===== src/rtl/cacheline_adaptor_pkg.sv =====
// Shared types and default geometry for the cache line <-> memory burst adaptor.
package cacheline_pkg;

  localparam int LINE_WIDTH  = 256;
  localparam int BURST_WIDTH = 64;
  localparam int BEATS       = LINE_WIDTH / BURST_WIDTH;

  typedef logic [LINE_WIDTH-1:0]  line_t;
  typedef logic [BURST_WIDTH-1:0] burst_t;

  typedef enum logic [1:0] {
    IDLE  = 2'd0,
    READ  = 2'd1,
    WRITE = 2'd2,
    DONE  = 2'd3
  } adaptor_state_t;

endpackage


===== src/rtl/cacheline_adaptor_beat_shifter.sv =====
// Line buffer organised as BEATS slots of BURST_WIDTH bits. Parallel load
// fills it from a cache line (write path); per-beat writes fill it from memory
// (read path); per-beat reads feed the memory write data.
module beat_shifter #(
  parameter int LINE_WIDTH  = 256,
  parameter int BURST_WIDTH = 64,
  parameter int BEATS       = LINE_WIDTH / BURST_WIDTH,
  parameter int IDX_W       = 2
) (
  input  logic                   clk,
  input  logic                   load_i,
  input  logic [LINE_WIDTH-1:0]  load_line_i,
  input  logic                   wr_i,
  input  logic [IDX_W-1:0]       wr_idx_i,
  input  logic [BURST_WIDTH-1:0] wr_beat_i,
  input  logic [IDX_W-1:0]       rd_idx_i,
  output logic [BURST_WIDTH-1:0] rd_beat_o,
  output logic [LINE_WIDTH-1:0]  merged_o
);

  logic [BEATS-1:0][BURST_WIDTH-1:0] beats_q;
  logic [BEATS-1:0][BURST_WIDTH-1:0] merged;

  // Buffer contents: a whole-line load wins over a single-beat write.
  always_ff @(posedge clk) begin
    if (load_i) begin
      beats_q <= load_line_i;
    end else if (wr_i) begin
      beats_q[wr_idx_i] <= wr_beat_i;
    end
  end

  // Line as it will look once the beat being written this cycle lands, so the
  // final read beat can go straight to the output register.
  always_comb begin
    merged           = beats_q;
    merged[wr_idx_i] = wr_beat_i;
  end

  assign merged_o  = merged;
  assign rd_beat_o = beats_q[rd_idx_i];

endmodule


===== src/rtl/cacheline_adaptor.sv =====
// Cache line <-> 64-bit memory burst adaptor. One burst per line request,
// little-endian beat order, all outputs registered.
// Optional watchdog: define CACHELINE_ADAPTOR_TIMEOUT_EN to add timeout_o and
// abort a burst after TIMEOUT_CYCLES cycles without a memory response.
module cacheline_adaptor #(
  parameter int LINE_WIDTH     = 256,
  parameter int BURST_WIDTH    = 64,
  parameter int ADDR_WIDTH     = 32,
  parameter int TIMEOUT_CYCLES = 1024
) (
  input  logic                   clk,
  input  logic                   rst,
  input  logic [LINE_WIDTH-1:0]  line_i,
  output logic [LINE_WIDTH-1:0]  line_o,
  input  logic [ADDR_WIDTH-1:0]  address_i,
  input  logic                   read_i,
  input  logic                   write_i,
  output logic                   resp_o,
  input  logic [BURST_WIDTH-1:0] burst_i,
  output logic [BURST_WIDTH-1:0] burst_o,
  output logic [ADDR_WIDTH-1:0]  address_o,
  output logic                   read_o,
  output logic                   write_o,
`ifdef CACHELINE_ADAPTOR_TIMEOUT_EN
  output logic                   timeout_o,
`endif
  input  logic                   resp_i
);

  import cacheline_pkg::*;

  localparam int NBEATS = LINE_WIDTH / BURST_WIDTH;
  localparam int CNT_W  = (NBEATS > 1) ? $clog2(NBEATS) : 1;
  localparam int OFF_W  = $clog2(LINE_WIDTH / 8);
  localparam logic [ADDR_WIDTH-1:0] ALIGN_MASK = {ADDR_WIDTH{1'b1}} << OFF_W;
  localparam logic [CNT_W-1:0]      LAST_BEAT  = CNT_W'(NBEATS - 1);

  // Reject geometries the beat indexing cannot represent.
  if ((NBEATS < 1) || ((NBEATS & (NBEATS - 1)) != 0) ||
      (NBEATS * BURST_WIDTH != LINE_WIDTH)) begin : g_bad_geometry
    $error("cacheline_adaptor: LINE_WIDTH/BURST_WIDTH must be a power of two");
  end
  if (TIMEOUT_CYCLES < 1) begin : g_bad_timeout
    $error("cacheline_adaptor: TIMEOUT_CYCLES must be at least 1");
  end

  adaptor_state_t          state_q;
  logic [CNT_W-1:0]        cnt_q;
  logic [LINE_WIDTH-1:0]   line_q;
  logic [BURST_WIDTH-1:0]  burst_q;
  logic [ADDR_WIDTH-1:0]   addr_q;
  logic                    read_q;
  logic                    write_q;
  logic                    resp_q;

  logic                    buf_load;
  logic                    buf_wr;
  logic [CNT_W-1:0]        next_idx;
  logic [BURST_WIDTH-1:0]  next_beat;
  logic [LINE_WIDTH-1:0]   merged_line;

`ifdef CACHELINE_ADAPTOR_TIMEOUT_EN
  localparam int TMO_W = (TIMEOUT_CYCLES > 1) ? $clog2(TIMEOUT_CYCLES) : 1;
  localparam logic [TMO_W-1:0] TMO_LIMIT = TMO_W'(TIMEOUT_CYCLES - 1);
  logic [TMO_W-1:0] tmo_q;
  logic             timeout_q;
`endif

  // Buffer controls: load the write line on acceptance, capture beats while reading.
  always_comb begin
    buf_load = (state_q == IDLE) && write_i;
    buf_wr   = (state_q == READ) && resp_i;
    next_idx = cnt_q + CNT_W'(1);
  end

  beat_shifter #(
    .LINE_WIDTH  (LINE_WIDTH),
    .BURST_WIDTH (BURST_WIDTH),
    .BEATS       (NBEATS),
    .IDX_W       (CNT_W)
  ) u_beat_shifter (
    .clk         (clk),
    .load_i      (buf_load),
    .load_line_i (line_i),
    .wr_i        (buf_wr),
    .wr_idx_i    (cnt_q),
    .wr_beat_i   (burst_i),
    .rd_idx_i    (next_idx),
    .rd_beat_o   (next_beat),
    .merged_o    (merged_line)
  );

  // Request FSM with all cache- and memory-facing outputs registered.
  always_ff @(posedge clk) begin
    if (rst) begin
      state_q   <= IDLE;
      cnt_q     <= '0;
      line_q    <= '0;
      burst_q   <= '0;
      addr_q    <= '0;
      read_q    <= 1'b0;
      write_q   <= 1'b0;
      resp_q    <= 1'b0;
`ifdef CACHELINE_ADAPTOR_TIMEOUT_EN
      tmo_q     <= '0;
      timeout_q <= 1'b0;
`endif
    end else begin
      resp_q <= 1'b0;
      unique case (state_q)
        IDLE: begin
          cnt_q <= '0;
`ifdef CACHELINE_ADAPTOR_TIMEOUT_EN
          tmo_q <= '0;
`endif
          if (write_i) begin
            // Write wins when both requests arrive together.
            state_q <= WRITE;
            addr_q  <= address_i & ALIGN_MASK;
            write_q <= 1'b1;
            burst_q <= line_i[BURST_WIDTH-1:0];
          end else if (read_i) begin
            state_q <= READ;
            addr_q  <= address_i & ALIGN_MASK;
            read_q  <= 1'b1;
          end
        end
        READ: begin
          if (resp_i) begin
            cnt_q <= next_idx;
`ifdef CACHELINE_ADAPTOR_TIMEOUT_EN
            tmo_q <= '0;
`endif
            if (cnt_q == LAST_BEAT) begin
              state_q <= DONE;
              read_q  <= 1'b0;
              resp_q  <= 1'b1;
              line_q  <= merged_line;
            end
          end
`ifdef CACHELINE_ADAPTOR_TIMEOUT_EN
          else if (tmo_q == TMO_LIMIT) begin
            state_q   <= DONE;
            read_q    <= 1'b0;
            resp_q    <= 1'b1;
            timeout_q <= 1'b1;
            cnt_q     <= '0;
          end else begin
            tmo_q <= tmo_q + TMO_W'(1);
          end
`endif
        end
        WRITE: begin
          if (resp_i) begin
            cnt_q <= next_idx;
`ifdef CACHELINE_ADAPTOR_TIMEOUT_EN
            tmo_q <= '0;
`endif
            if (cnt_q == LAST_BEAT) begin
              state_q <= DONE;
              write_q <= 1'b0;
              resp_q  <= 1'b1;
              burst_q <= '0;
            end else begin
              burst_q <= next_beat;
            end
          end
`ifdef CACHELINE_ADAPTOR_TIMEOUT_EN
          else if (tmo_q == TMO_LIMIT) begin
            state_q   <= DONE;
            write_q   <= 1'b0;
            resp_q    <= 1'b1;
            timeout_q <= 1'b1;
            burst_q   <= '0;
            cnt_q     <= '0;
          end else begin
            tmo_q <= tmo_q + TMO_W'(1);
          end
`endif
        end
        DONE: begin
          state_q <= IDLE;
        end
        default: begin
          state_q <= IDLE;
        end
      endcase
    end
  end

  assign line_o    = line_q;
  assign burst_o   = burst_q;
  assign address_o = addr_q;
  assign read_o    = read_q;
  assign write_o   = write_q;
  assign resp_o    = resp_q;
`ifdef CACHELINE_ADAPTOR_TIMEOUT_EN
  assign timeout_o = timeout_q;
`endif

endmodule


===== config.mk =====
export PLATFORM = sky130hd
export DESIGN_NAME = cacheline_adaptor
export DESIGN_NICKNAME = d
export VERILOG_FILES = /design/src/rtl/cacheline_adaptor_pkg.sv /design/src/rtl/cacheline_adaptor_beat_shifter.sv /design/src/rtl/cacheline_adaptor.sv
export SDC_FILE = /design/constraint.sdc
export NUM_CORES = 1
export LEC_CHECK = 0
export ABC_AREA = 0
export BUFFER_PORTS_ARGS = -buffer_cell sky130_fd_sc_hd__buf_2
export CAP_MARGIN = 20
export CORE_AREA = 4 4 278 280
export DETAILED_ROUTE_END_ITERATION = 7
export DIE_AREA = 0 0 282 284
export PLACE_DENSITY_LB_ADDON = 0.3
export SLEW_MARGIN = 20
export SYNTH_ARGS = -nofsm -noshare
export SYNTH_HDL_FRONTEND = slang
export SYNTH_SLANG_ARGS = --single-unit
export TNS_END_PERCENT = 30

===== constraint.sdc =====
create_clock -name clk -period 12.9 [get_ports clk]
set_clock_uncertainty 0.2 [all_clocks]
set_input_delay 3.87 -clock clk [delete_from_list [all_inputs] [get_ports clk]]
set_output_delay 3.87 -clock clk [all_outputs]
set_load 0.02 [all_outputs]

== After elaboration in Yosys (flattened, before gate mapping) ==
Index checks and enable logic that the tools add are counted.
Word-level totals
  register bits: 615
  output and inout bits: 355
  word-level logic and storage cells: 78
Operators by class
  $add $sub $neg: 1
  order comparisons: 3
  equality and inequality tests: 14
  muxes and demuxes: 28
  bitwise gates (word level): 2
  reduce and logical (&&, ||, !) cells: 18
Operators by type and width (number)
  two-way mux 256 bit: 2
  two-way mux 64 bit: 5
  bitwise mux 256 bit: 1
  binary-select mux 64 bit (select 2 bit): 1
  demux 64 bit (select 2 bit): 1
  case mux 64 bit (2 select lines): 1
  two-way mux 32 bit: 2
  inequality test 2 bit (second input constant): 6
  two-way mux 2 bit: 5
  nonzero test 2 bit: 5
  AND reduction 3 bit: 3
  == test 2 bit (second input constant): 3
  less-than comparator 2 x 3 -> 1 bit (second input constant): 2
  two-way mux 1 bit: 6
  inequality test 2 x 1 -> 1 bit (second input constant): 3
  case mux 2 bit (3 select lines): 1
  AND reduction 5 bit: 1
  case mux 1 bit (2 select lines): 2
  case mux 2 bit (2 select lines): 1
  AND reduction 2 bit: 2
  AND reduction 4 bit: 1
  logical AND 1 bit: 3
  inequality test 3 bit (second input constant): 1
  OR reduction 3 bit: 1
  other kinds (6): 7

== Logic depth before layout (Yosys ltp) ==
Gate-level depths: netlist of run 1.
  depth after elaboration: 7
  gate-level depth with buffers: 9
  depth with buffers taken out: 5

== Cells and area by module ==
From an unflattened synthesis of run 1, not the netlist that was laid out.
Second synthesis, totals
  cells, all modules: 3290
  area total of the unflattened synthesis: 32909.1 µm²
By module, submodules not included
  beat_shifter: times used 1, cells each 1706, area an instance 19678.9 µm², seq. area each 7687.4 µm²
  cacheline_adaptor: times used 1, cells each 1584, area an instance 13230.2 µm², seq. area each 7086.8 µm²

== Worst setup path before layout of run 1 ==
No wires, ideal clock.
  kind: input to register
  from: input write_i
  to: register u_beat_shifter.beats_q[0] (netlist name), enable pin
  library setup time: 1.946 ns
  arrival: 8.917 ns
  required time: 10.754 ns
  setup slack: 1.837 ns
  stages on the path: 6
  path buffers: 4
  path through: buf_2 nand2_1 buf_2 buf_2 buf_1 nand2_1
On the way
  longest elaborated chain between the ends: 2
Ends and longest elaborated chain
  from (decl): line cacheline_adaptor.sv:17  | input logic write_i,
  logical AND 1 bit: line cacheline_adaptor.sv:71  | buf_load = (state_q == IDLE) && write_i;
  nonzero test 2 bit (no source line)
  to (signal assigned): line cacheline_adaptor_beat_shifter.sv:27  | beats_q <= load_line_i;
  to (signal, indexed assignment): line cacheline_adaptor_beat_shifter.sv:29  | beats_q[wr_idx_i] <= wr_beat_i;
  to (decl): line cacheline_adaptor_beat_shifter.sv:21  | logic [BEATS-1:0][BURST_WIDTH-1:0] beats_q;
No other way between the ends.
A chain may end at the register's enable or synchronous reset.

== Worst setup path after layout of run 1 ==
  from: input write_i
  to: register u_beat_shifter.beats_q[83] (netlist name) (data pin)
On the way
  longest elaborated chain between the ends: 2
Ends and longest elaborated chain
  logical AND 1 bit: line cacheline_adaptor.sv:71
  two-way mux 256 bit: line cacheline_adaptor_beat_shifter.sv:26  | if (load_i) begin
No other way between the ends.

==> results of run 1 <==
==> power groups by stage <==
stage,sequential (mW),combinational [mW],clock (mW)
3_5_place_dp,2.99,2.32,0
6_report,2.96,2.30,1.98
4_1_cts,2.96,2.32,2.02
3_3_place_gp,2.98,2.28,0
5_1_grt,3.01,2.49,2.10
2_1_floorplan,3.08,1.49,0
==> layer usage <==
layer | GRT usage | wire length (µm) | vias to the layer above
li1 | - | - | 10383
met1 | 0.290 | 39100 | 10877
met2 | 0.398 | 48000 | 913
met3 | 0.0688 | 8570 | 177
met4 | 0.0732 | 2920 | 14
met5 | 0 | 74 | -
==> worst register-to-register path, stage by stage (launching register included) <==
cell	delay, ns
dfxtp_1	0.35
inv_1	0.08
ha_1	0.26
nand2_4	0.54
buf_4	0.72
buf_4	0.92
buf_4	1.01
a21oi_1	0.19
==> sequential cells by signal, indices dropped and copies added (netlist names) <==
| register | flops |
|---|---|
| cnt_q | 2 |
| read_o | 1 |
| resp_o | 1 |
| address_o | 27 |
| state_q | 2 |
| burst_o | 64 |
| u_beat_shifter.beats_q | 256 |
| write_o | 1 |
| line_o | 256 |
==> layout make-up <==
type / instances / area share
tap: 969 / 0.0353
inverter: 6 / 0.000656
antenna: 14 / 0.00102
clock inverter: 28 / 0.00816
clock buffer: 100 / 0.0576
multi-input combinational: 1634 / 0.356
timing repair buffer: 730 / 0.111
sequential: 610 / 0.430
==> worst max-delay path by stage <==
stage	endpoint	start	cells past startpoint
after CTS	u_beat_shifter.beats_q[152]	write_i	6
after global placement	u_beat_shifter.beats_q[86]	write_i	6
after floorplan	u_beat_shifter.beats_q[0]	write_i	6
after global routing	u_beat_shifter.beats_q[140]	write_i	6
final	u_beat_shifter.beats_q[83]	write_i	6
after detailed placement	u_beat_shifter.beats_q[152]	write_i	6
==> Yosys cell counts, drive strengths merged, types with 2 or more instances <==
cell | number | area [µm²]
nor3 | 2 | 15.0
edfxtp | 256 | 7690
nand2 | 58 | 218
inv | 6 | 22.5
nand3 | 4 | 20.0
a221o | 51 | 510
clkbuf | 49 | 184
nor2b | 2 | 12.5
nor2 | 513 | 1930
nand2b | 3 | 18.8
nor4b | 51 | 447
ha | 9 | 113
a211oi | 268 | 2990
mux2 | 27 | 304
mux2i | 259 | 2590
a222oi | 13 | 130
mux4 | 51 | 1150
buf | 190 | 1060
o21ai | 2 | 13.8
a21oi | 303 | 1520
dfxtp | 354 | 7090
==> through the flow <==
stage / instances / total power, mW / worst slack (ns)
after global routing: 4086 / 7.61 / 5.34
after CTS: 4077 / 7.30 / 5.67
final: 4091 / 7.25 / 5.53
after floorplan: 2489 / 4.57 / 1.84
after detailed placement: 3949 / 5.31 / 5.02
after global placement: 3948 / 5.26 / 5.07
==> kinds of logic (layout without fill, tap and decap cells) <==
family	after synthesis	in the layout	synth area share
compound gates	642	642	0.185
fa+ha+maj	9	9	0.00400
buf+inv	245	864	0.0451
flops	610	610	0.525
mux	337	337	0.144
other cells	1	19	0.000133
simple gates	641	641	0.0969
==> reports/summary.txt, run 1 <==
Clk_lat worst skew: 0.61 ns
I/O pin count: 712
Initial DRC count: 1535
Dpl hpwl: 65.9 mm
Crit path cell chain: buf_2, nand2_4, buf_4, buf_4, buf_4, a21oi_1
Share of power burned in registers: 0.409
Yosys warns: 0
Gate power share: 0.318
Top_reg_cell synth: dfxtp_1
CP max FO: 97
Die area: 80100 µm²
CP Data Required Time: 13.00 ns
Vias per std cell: 5.47
Register area share after synthesis: 0.525
Multi-input gate area: 12200 µm²
Number of synthesized flops with an enable pin: 256
Crit end category: flip-flop
Starting Density: 0.378
Crit-path max cell delay: 0.91 ns
Tmin final: 7.37 ns
Layout fillers: 7106
Row count: 100
Reg2Reg Depth: 7
Placeable Area: 74400 µm²
Routed len/inst: 24.1 µm
Count of cell types in the netlist: 42
Fin Setup TNS: 0 ns
Worst-Margin Slew: 1.20 ns
Root buffer cell: clkbuf_16
Post-route design area: 34300 µm²
Top cell by count, worst path: buf_4
Total number of vias: 22364
Max_slew headroom: 0.199
PwrDens: 211 nW/µm²
First-pass GRT wire length: 144 mm
Largest net degree at the start of global routing: 196
Reg-to-reg slack, setup: 8.32 ns
Antenna viol nets, final: 0
Worst-path clk slew: 0.06 ns
Register area: 14800 µm²
RSZ-0062 raised after global routing: no
Final setup fails: 0
Finished Core Util: 0.461
Synth Register Bits: 610
Startpoint types: primary input
Max Slew Vio Count: 0
PostCTS Resize Cnt: 0
Asr flop ratio synth: 0
Most frequent cells in the layout: buf_2 (700), nor2_1 (513), dfxtp_1 (353)
Clock Power Share: 0.273
Routed wire length: 98.7 mm
IO buf count: 701
DP Area: 32000 µm²
Nets: 3418
Layout overhead on the synthesized area: 22.0%
Layout cells sized above 1: 0.362
CTS buffer count: 70
Die W: 282 µm
Maxcap violations: 0
GRT Overall Usage: 0.236
Internal: 4.68 mW
CTS tree: built
Gpl congestion: 0.807
Worst path bufs/invs: 4
Post-Synthesis Cells: 2485
Slowest cell on crit path: buf_4
P_sw: 2.56 mW
Hold EP: address_o[12]
Vias in the first global route: 22587
Sw Ratio: 0.354
Drt drc: 0
Fin. Hold Viols: 0
Cell leakage power: 13.1 nW
RR Startpoint: state_q[0]
Worst hold path startpoint: address_o[12]
Cell area after synthesis: 28100 µm²
Peak VDD IR: 0.152 mV
Synthesized area per cell: 11.3 µm²
Worst Path Arrival: 7.47 ns
Die Ht: 284 µm
HP Class: reg2reg
CP top delay family: buffers and inverters
Ratio of final minimum period to clock period: 0.571
Fmax achieved: 136 MHz
Status: finished clean
H-tree Lvls: 3
Post-CTS setup buffer count: 0
CTS Hold Bufs: 0
CTS Sinks: 610
Hold Path Depth: 2
Setup CP Type: in2reg
Worst hold margin: 0.253 ns
Pre-antenna DRT Iters: 5
Max clock buf depth: 3
Reg2reg end: u_beat_shifter.beats_q[83]
Initial antenna violation count: 25
Total grt overflow: 0
Most common cell after layout, fill and taps aside: buf_2
Note: power is estimated with default switching activity, not from simulation.
==> inputs of run 2 (changes only) <==
--- a/config.mk
+++ b/config.mk
@@ -5,12 +5,12 @@
 export SDC_FILE = /design/constraint.sdc
 export NUM_CORES = 1
 export LEC_CHECK = 0
-export ABC_AREA = 0
+export ABC_AREA = 1
 export BUFFER_PORTS_ARGS = -buffer_cell sky130_fd_sc_hd__buf_2
 export CAP_MARGIN = 20
-export CORE_AREA = 4 4 278 280
+export CORE_AREA = 4 4 277 279
 export DETAILED_ROUTE_END_ITERATION = 7
-export DIE_AREA = 0 0 282 284
+export DIE_AREA = 0 0 281 283
 export PLACE_DENSITY_LB_ADDON = 0.3
 export SLEW_MARGIN = 20
 export SYNTH_ARGS = -nofsm -noshare
==> constraint.sdc (replaced) <==
create_clock -name clk -period 7.2 [get_ports clk]
set_clock_uncertainty 0.2 [all_clocks]
set_input_delay 2.16 -clock clk [delete_from_list [all_inputs] [get_ports clk]]
set_output_delay 2.16 -clock clk [all_outputs]
set_load 0.02 [all_outputs]
==> run 2 against run 1 <==
Effect of this change:
- wire length is 18% higher
- core utilization is 2.5 points higher
- first-iteration DRC count is 99% higher
- worst hold slack better by 0.0064 ns
==> reports/summary.txt, run 2 <==
Root buffer cell: clkbuf_16 (unchanged)
Post-CTS setup buffer count: 0 (unchanged)
Clk_lat worst skew: 0.61 ns (about the same)
Row count: 100 (unchanged)
Number of synthesized flops with an enable pin: 256 (unchanged)
PwrDens: 415 nW/µm² (was 211 nW/µm²)
Startpoint types: primary input (unchanged)
Layout overhead on the synthesized area: 19.8% (was 22.0%)
Most frequent cells in the layout: nand2_1 (1776), buf_2 (700), a21oi_1 (364) (was buf_2 (700), nor2_1 (513), dfxtp_1 (353))
Starting Density: 0.406 (was 0.378)
Most common cell after layout, fill and taps aside: nand2_1 (was buf_2)
Fmax achieved: 221 MHz
Internal: 8.58 mW (was 4.68 mW)
Worst-path clk slew: 0.06 ns (about the same)
Die Ht: 283 µm (was 284 µm)
IO buf count: 701 (unchanged)
Status: finished clean (unchanged)
Drt drc: 0 (unchanged)
Routed len/inst: 20.3 µm (was 24.1 µm)
CP max FO: 67 (was 97)
Pre-antenna DRT Iters: 5 (unchanged)
Yosys top cell area share: 0.255 (was 0.273)
Initial DRC count: 3051 (was 1535)
CTS Sinks: 610 (unchanged)
Nets: 5083 (was 3418)
Synth area leader: edfxtp_1 (unchanged)
Gate power share: 0.409 (was 0.318)
Total grt overflow: 0 (unchanged)
Crit-path max cell delay: 0.80 ns (was 0.91 ns)
Sw Ratio: 0.426 (was 0.354)
Register area share after synthesis: 0.491 (was 0.525)
Top_reg_cell synth: dfxtp_1 (unchanged)
GRT met2 Usage: 0.452 (was 0.398)
Total number of vias: 30600 (was 22364)
Placeable Area: 74200 µm² (was 74400 µm²)
Die W: 281 µm (was 282 µm)
CTS tree: built (unchanged)
Cell leakage power: 16.9 nW (was 13.1 nW)
Antenna viol nets, final: 0 (unchanged)
Yosys warns: 0 (unchanged)
P_sw: 6.37 mW (was 2.56 mW)
Count of cell types in the netlist: 24 (was 42)
GRT Overall Usage: 0.278 (was 0.236)
Layout cells sized above 1: 0.179 (was 0.362)
Synth Register Bits: 610 (unchanged)
Synthesized area per cell: 7.13 µm² (was 11.3 µm²)
Crit path cell chain: buf_2, nand2_4, buf_4, buf_4, nand2_1, nand2_1 (was buf_2, nand2_4, buf_4, buf_4, buf_4, a21oi_1)
Share of power burned in registers: 0.359 (was 0.409)
Total Power: 15.0 mW (was 7.25 mW)
Dpl hpwl: 71.8 mm (was 65.9 mm)
Peak VDD IR: 0.289 mV (was 0.152 mV)
Crit end category: flip-flop (unchanged)
Slowest cell on crit path: buf_4 (unchanged)
Vias in the first global route: 28488 (was 22587)
GR peak layer: met2 (unchanged)
Max clock buf depth: 3 (unchanged)
Max_slew headroom: 0.257 (was 0.199)
RSZ-0062 raised after global routing: no (unchanged)
Initial antenna violation count: 29 (was 25)
Final setup fails: 0 (unchanged)
CP Data Required Time: 7.44 ns (was 13.00 ns)
Finished Core Util: 0.486 (was 0.461)
Fin Setup TNS: 0 ns (unchanged)
Worst-Margin Slew: 1.11 ns (was 1.20 ns)
Leading cell type by number of instances after synthesis: nand2_1 (was nor2_1)
Tmin final: 4.53 ns
Synth cell count leaders: nand2_1 (1779), a21oi_1 (364), nand3_1 (359) (was nor2_1 (513), dfxtp_1 (354), a21oi_1 (302))
I/O pin count: 712 (unchanged)
Largest net degree at the start of global routing: 147 (was 196)
CTS Hold Bufs: 0 (unchanged)
Routed wire length: 117 mm (was 98.7 mm)
HP Class: reg2reg (unchanged)
PostCTS Resize Cnt: 0 (unchanged)
Cell area after synthesis: 30100 µm² (was 28100 µm²)
Worst Path Arrival: 4.77 ns (was 7.47 ns)
Maxcap violations: 0 (unchanged)
Asr flop ratio synth: 0 (unchanged)
Worst hold margin: 0.260 ns (was 0.253 ns)
Clock Power Share: 0.231 (was 0.273)
Met3 global-route usage: 0.0594 (was 0.0688)
Gpl congestion: 0.860 (was 0.807)
Vias per std cell: 5.31 (was 5.47)
H-tree Lvls: 3 (unchanged)
Ratio of final minimum period to clock period: 0.629
Max Slew Vio Count: 0 (unchanged)
Setup CP Type: in2reg (unchanged)
Ranking of synthesized cells by area: edfxtp_1 (26%), dfxtp_1 (24%), nand2_1 (22%), a21oi_1 (6.1%), nand3_1 (6.0%) (was edfxtp_1 (27%), dfxtp_1 (25%), mux2i_1 (9.2%), a211oi_2 (8.7%), nor2_1 (6.8%))
CTS buffer count: 70 (unchanged)
Fin. Hold Viols: 0 (unchanged)
Die area: 79500 µm² (was 80100 µm²)
First-pass GRT wire length: 173 mm (was 144 mm)
Post-Synthesis Cells: 4225 (was 2485)
M1 GR Usage: 0.361 (was 0.290)
[run 2: cell count changes after synthesis, sizes merged, moves of 263 or more]
cell / change
o21ai: +263
nand3: +356
nand2: +1724
nor2: -376
inv: +318
a211oi: -267
[run 2: per-stage QoR]
step / cells / cell area [µm²] / setup WS [ns]
after floorplan: 4229 / 30100 / 0.669
after global placement: 5613 / 33800 / 2.16
after detailed placement: 5613 / 33800 / 2.16
after global routing: 5758 / 36100 / 2.61
after CTS: 5739 / 36000 / 2.75
final: 5764 / 36100 / 2.67
[run 2: kinds of logic after synthesis]
group / synth area share
and+or+nand+nor: 0.311
adders and majority gates: 0.00374
other: 0.000125
DFF: 0.491
AOI/OAI and AO/OA: 0.105
buffers and inverters: 0.0893
[run 2: per-layer routing]
metal / vias up / share of wire
met5: - / 0.00067
met4: 14 / 0.037
met3: 249 / 0.10
met2: 1622 / 0.47
met1: 14175 / 0.39
li1: 14540 / -
[run 2: worst max-delay path, delay by kind of cell]
kind | cells | cell delay (ns)
simple gates | 3 | 0.81
buf+inv | 3 | 1.71
[run 2: final timing paths]
check / from / endpoint / slack (ns) / cells past startpoint
max: write_i / u_beat_shifter.beats_q[149] / 2.67 / 6
min: line_o[83] / line_o[83] / 0.26 / 2
max reg2reg: cnt_q[0] / burst_o[44] / 3.01 / 9
min reg2reg: line_o[83] / line_o[83] / 0.26 / 2
[run 2: area by class of cell]
class                           instances  area, µm²
Antenna cell                           24       60.1
Sequential cell                       610      14800
Fill cell                            7544      38100
Tap cell                              969       1210
Clock inverter                         20        169
Timing Repair Buffer                  734       3850
Multi-Input combinational cell       2976      12800
Inverter                              325       1240
Clock buffer                          106       2000
[run 2: power by group through the flow]
stage	logic, mW	registers (mW)	clock network (mW)
global placement	5.95	5.40	0
finish	6.12	5.38	3.46
detailed placement	6.03	5.43	0
global route	6.81	5.45	3.66
CTS	6.07	5.36	3.50
floorplan	3.95	5.67	0
==> inputs of run 3 (changes only) <==
--- a/config.mk
+++ b/config.mk
@@ -5,12 +5,12 @@
 export SDC_FILE = /design/constraint.sdc
 export NUM_CORES = 1
 export LEC_CHECK = 0
-export ABC_AREA = 1
+export ABC_AREA = 0
 export BUFFER_PORTS_ARGS = -buffer_cell sky130_fd_sc_hd__buf_2
 export CAP_MARGIN = 20
-export CORE_AREA = 4 4 277 279
+export CORE_AREA = 4 4 275 277
 export DETAILED_ROUTE_END_ITERATION = 7
-export DIE_AREA = 0 0 281 283
+export DIE_AREA = 0 0 279 281
 export PLACE_DENSITY_LB_ADDON = 0.3
 export SLEW_MARGIN = 20
 export SYNTH_ARGS = -nofsm -noshare
==> constraint.sdc (replaced) <==
create_clock -name clk -period 3.89 [get_ports clk]
set_clock_uncertainty 0.2 [all_clocks]
set_input_delay 1.167 -clock clk [delete_from_list [all_inputs] [get_ports clk]]
set_output_delay 1.167 -clock clk [all_outputs]
set_load 0.02 [all_outputs]
==> run 3 against run 2 <==
Effect of this change:
- first-iteration DRC count is 45% lower
- cell count is 28% lower
- worst setup slack worse by 1.6 ns
- critical path type is now reg2reg
- largest power group is now sequential cells
- sequential share of layout area is 1.1 points higher
- critical endpoint is now burst_o[48]
==> reports/summary.txt, run 3 (synthesis results as in run 1) <==
Worst setup startpoint: cnt_q[1] (was write_i)
Total grt overflow: 0 (unchanged)
Drt drc: 0 (unchanged)
IO buf count: 701 (unchanged)
CP max FO: 18 (was 67)
Tmin final: 2.81 ns
HP Class: reg2reg (unchanged)
Pre-antenna DRT Iters: 5 (unchanged)
Max_slew headroom: 0.268 (was 0.257)
Share of power burned in registers: 0.399 (was 0.359)
Reg2Reg Depth: 6 (was 9)
Largest net degree at the start of global routing: 185 (was 147)
CP top delay family: compound AO/OA/AOI/OAI gates (was buffers and inverters)
P_sw: 8.73 mW (was 6.37 mW)
H-tree Lvls: 3 (unchanged)
Post-Layout Cell Count: 4140 (was 5764)
Multi-input gate area: 12200 µm² (was 12800 µm²)
Clk_lat worst skew: 0.62 ns (was 0.61 ns)
Starting Density: 0.386 (was 0.406)
CTS buffer count: 71 (was 70)
CTS tree: built (unchanged)
Initial antenna violation count: 25 (was 29)
Sw Ratio: 0.357 (was 0.426)
Setup CP Type: reg2reg (was in2reg)
Placeable Area: 72800 µm² (was 74200 µm²)
Final setup fails: 0 (unchanged)
Startpoint types: flip-flop (was primary input)
Worst path bufs/invs: 2 (was 3)
Dpl hpwl: 69.8 mm (was 71.8 mm)
Layout cells sized above 1: 0.374 (was 0.179)
I/O pin count: 712 (unchanged)
GRT Overall Usage: 0.245 (was 0.278)
Layout overhead on the synthesized area: 24.7% (was 19.8%)
Ratio of final minimum period to clock period: 0.723
Fin. Hold Viols: 0 (unchanged)
Total number of vias: 22925 (was 30600)
Initial DRC count: 1683 (was 3051)
Root buffer cell: clkbuf_16 (unchanged)
Max Slew Vio Count: 0 (unchanged)
Register area: 14800 µm² (unchanged)
Clock Power Share: 0.275 (was 0.231)
Vias per std cell: 5.54 (was 5.31)
Status: finished clean (unchanged)
Antenna viol nets, final: 0 (unchanged)
Vias in the first global route: 22962 (was 28488)
Post-CTS setup buffer count: 0 (unchanged)
Max clock buf depth: 3 (unchanged)
First-pass GRT wire length: 147 mm (was 173 mm)
Die W: 279 µm (was 281 µm)
Cell leakage power: 13.5 nW (was 16.9 nW)
Worst-Margin Slew: 1.10 ns (was 1.11 ns)
Crit path cell chain: inv_1, ha_4, buf_4, mux2_2, a222oi_1, a211oi_1 (was buf_2, nand2_4, buf_4, buf_4, nand2_1, nand2_1)
PostCTS Resize Cnt: 0 (unchanged)
Fmax achieved: 356 MHz
CTS Sinks: 610 (unchanged)
Maxcap violations: 0 (unchanged)
RR Startpoint: cnt_q[1] (was cnt_q[0])
Peak VDD IR: 0.387 mV (was 0.289 mV)
Crit-path max cell delay: 0.52 ns (was 0.80 ns)
Critical path destination: burst_o[48] (was u_beat_shifter.beats_q[149])
Fin Setup TNS: 0 ns (unchanged)
Gpl congestion: 0.853 (was 0.860)
Most frequent cells in the layout: buf_2 (700), nor2_1 (513), dfxtp_1 (353) (was nand2_1 (1776), buf_2 (700), a21oi_1 (364))
Reg-to-reg slack, setup: 1.08 ns (was 3.01 ns)
Die area: 78400 µm² (was 79500 µm²)
Slowest cell on crit path: ha_4 (was buf_4)
Levels on crit path: 6 (unchanged)
Crit end category: flip-flop (unchanged)
Worst-path clk slew: 0.06 ns (about the same)
Gate power share: 0.326 (was 0.409)
Routed len/inst: 24.4 µm (was 20.3 µm)
PwrDens: 696 nW/µm² (was 415 nW/µm²)
Die Ht: 281 µm (was 283 µm)
Reg2reg end: burst_o[48] (was burst_o[44])
DP Cell Count: 3991 (was 5613)
Nets: 3471 (was 5083)
Worst Path Arrival: 3.08 ns (was 4.77 ns)
Most common cell after layout, fill and taps aside: buf_2 (was nand2_1)
Routed wire length: 101 mm (was 117 mm)
CTS Hold Bufs: 0 (unchanged)
Internal: 15.7 mW (was 8.58 mW)
RSZ-0062 raised after global routing: no (unchanged)
Layout fillers: 6791 (was 7544)
CP Data Required Time: 4.16 ns (was 7.44 ns)
Row count: 99 (was 100)
==> run 3: cell types whose count changed in the layout (fill, tap and decap cells not counted), sizes merged, moves of 61 or more <==
cell / change
a21oi: -61
inv: -312
mux2i: +259
a211oi: +267
nand3: -356
nor2: +376
o21ai: -263
nand2: -1724
==> run 3: final cells by class <==
cell class                      count  area share
Tap cell                          959      0.0342
Clock inverter                     31     0.00948
Timing Repair Buffer              782       0.128
Antenna cell                       17     0.00121
Sequential cell                   610       0.421
Clock buffer                      101      0.0576
Inverter                            6    0.000642
Multi-Input combinational cell   1634       0.348
==> run 3: how the worst min path moves through the flow <==
stage / startpoint / endpoint / slack, ns / depth (start not counted)
3_5_place_dp: address_o[6] / address_o[6] / 0.25 / 2
2_1_floorplan: state_q[0] / state_q[0] / 0.30 / 2
3_3_place_gp: address_o[24] / address_o[24] / 0.24 / 2
6_report: address_o[6] / address_o[6] / 0.25 / 2
4_1_cts: address_o[6] / address_o[6] / 0.26 / 2
5_1_grt: address_o[25] / address_o[25] / 0.27 / 2
==> run 3: per-stage QoR <==
step	utilization	cell area (µm²)	worst slack, ns	hold slack (ns)	power [mW]
after floorplan	-	28200	0.114	0.300	14.9
after global placement	0.449	32700	0.873	0.238	17.7
after detailed placement	0.449	32700	0.859	0.246	17.8
after CTS	0.481	35100	1.04	0.255	24.6
after global routing	0.482	35100	0.963	0.271	25.6
final	0.482	35100	1.08	0.254	24.4
==> run 3: power by group through the flow <==
stage                     clock network [mW]  logic (mW)  registers [mW]
after floorplan                            0        4.96            9.99
after global placement                     0        7.93            9.78
after detailed placement                   0        8.01            9.83
after CTS                               6.85        8.02            9.72
after global routing                    7.10        8.62            9.89
final                                   6.72        7.98            9.74
==> run 3: tightest hold or removal path: stages, from the launching register on <==
cell and delay, ns:
dfxtp_1 0.31, nand2_1 0.05, a21oi_1 0.05
==> run 3: layer usage <==
| layer | track usage | wire [µm] | vias to the layer above |
|---|---|---|---|
| li1 | - | - | 10501 |
| met1 | 0.301 | 39400 | 11298 |
| met2 | 0.421 | 49900 | 937 |
| met4 | 0.0785 | 2800 | 12 |
| met3 | 0.0648 | 8620 | 177 |
| met5 | 0 | 94 | - |
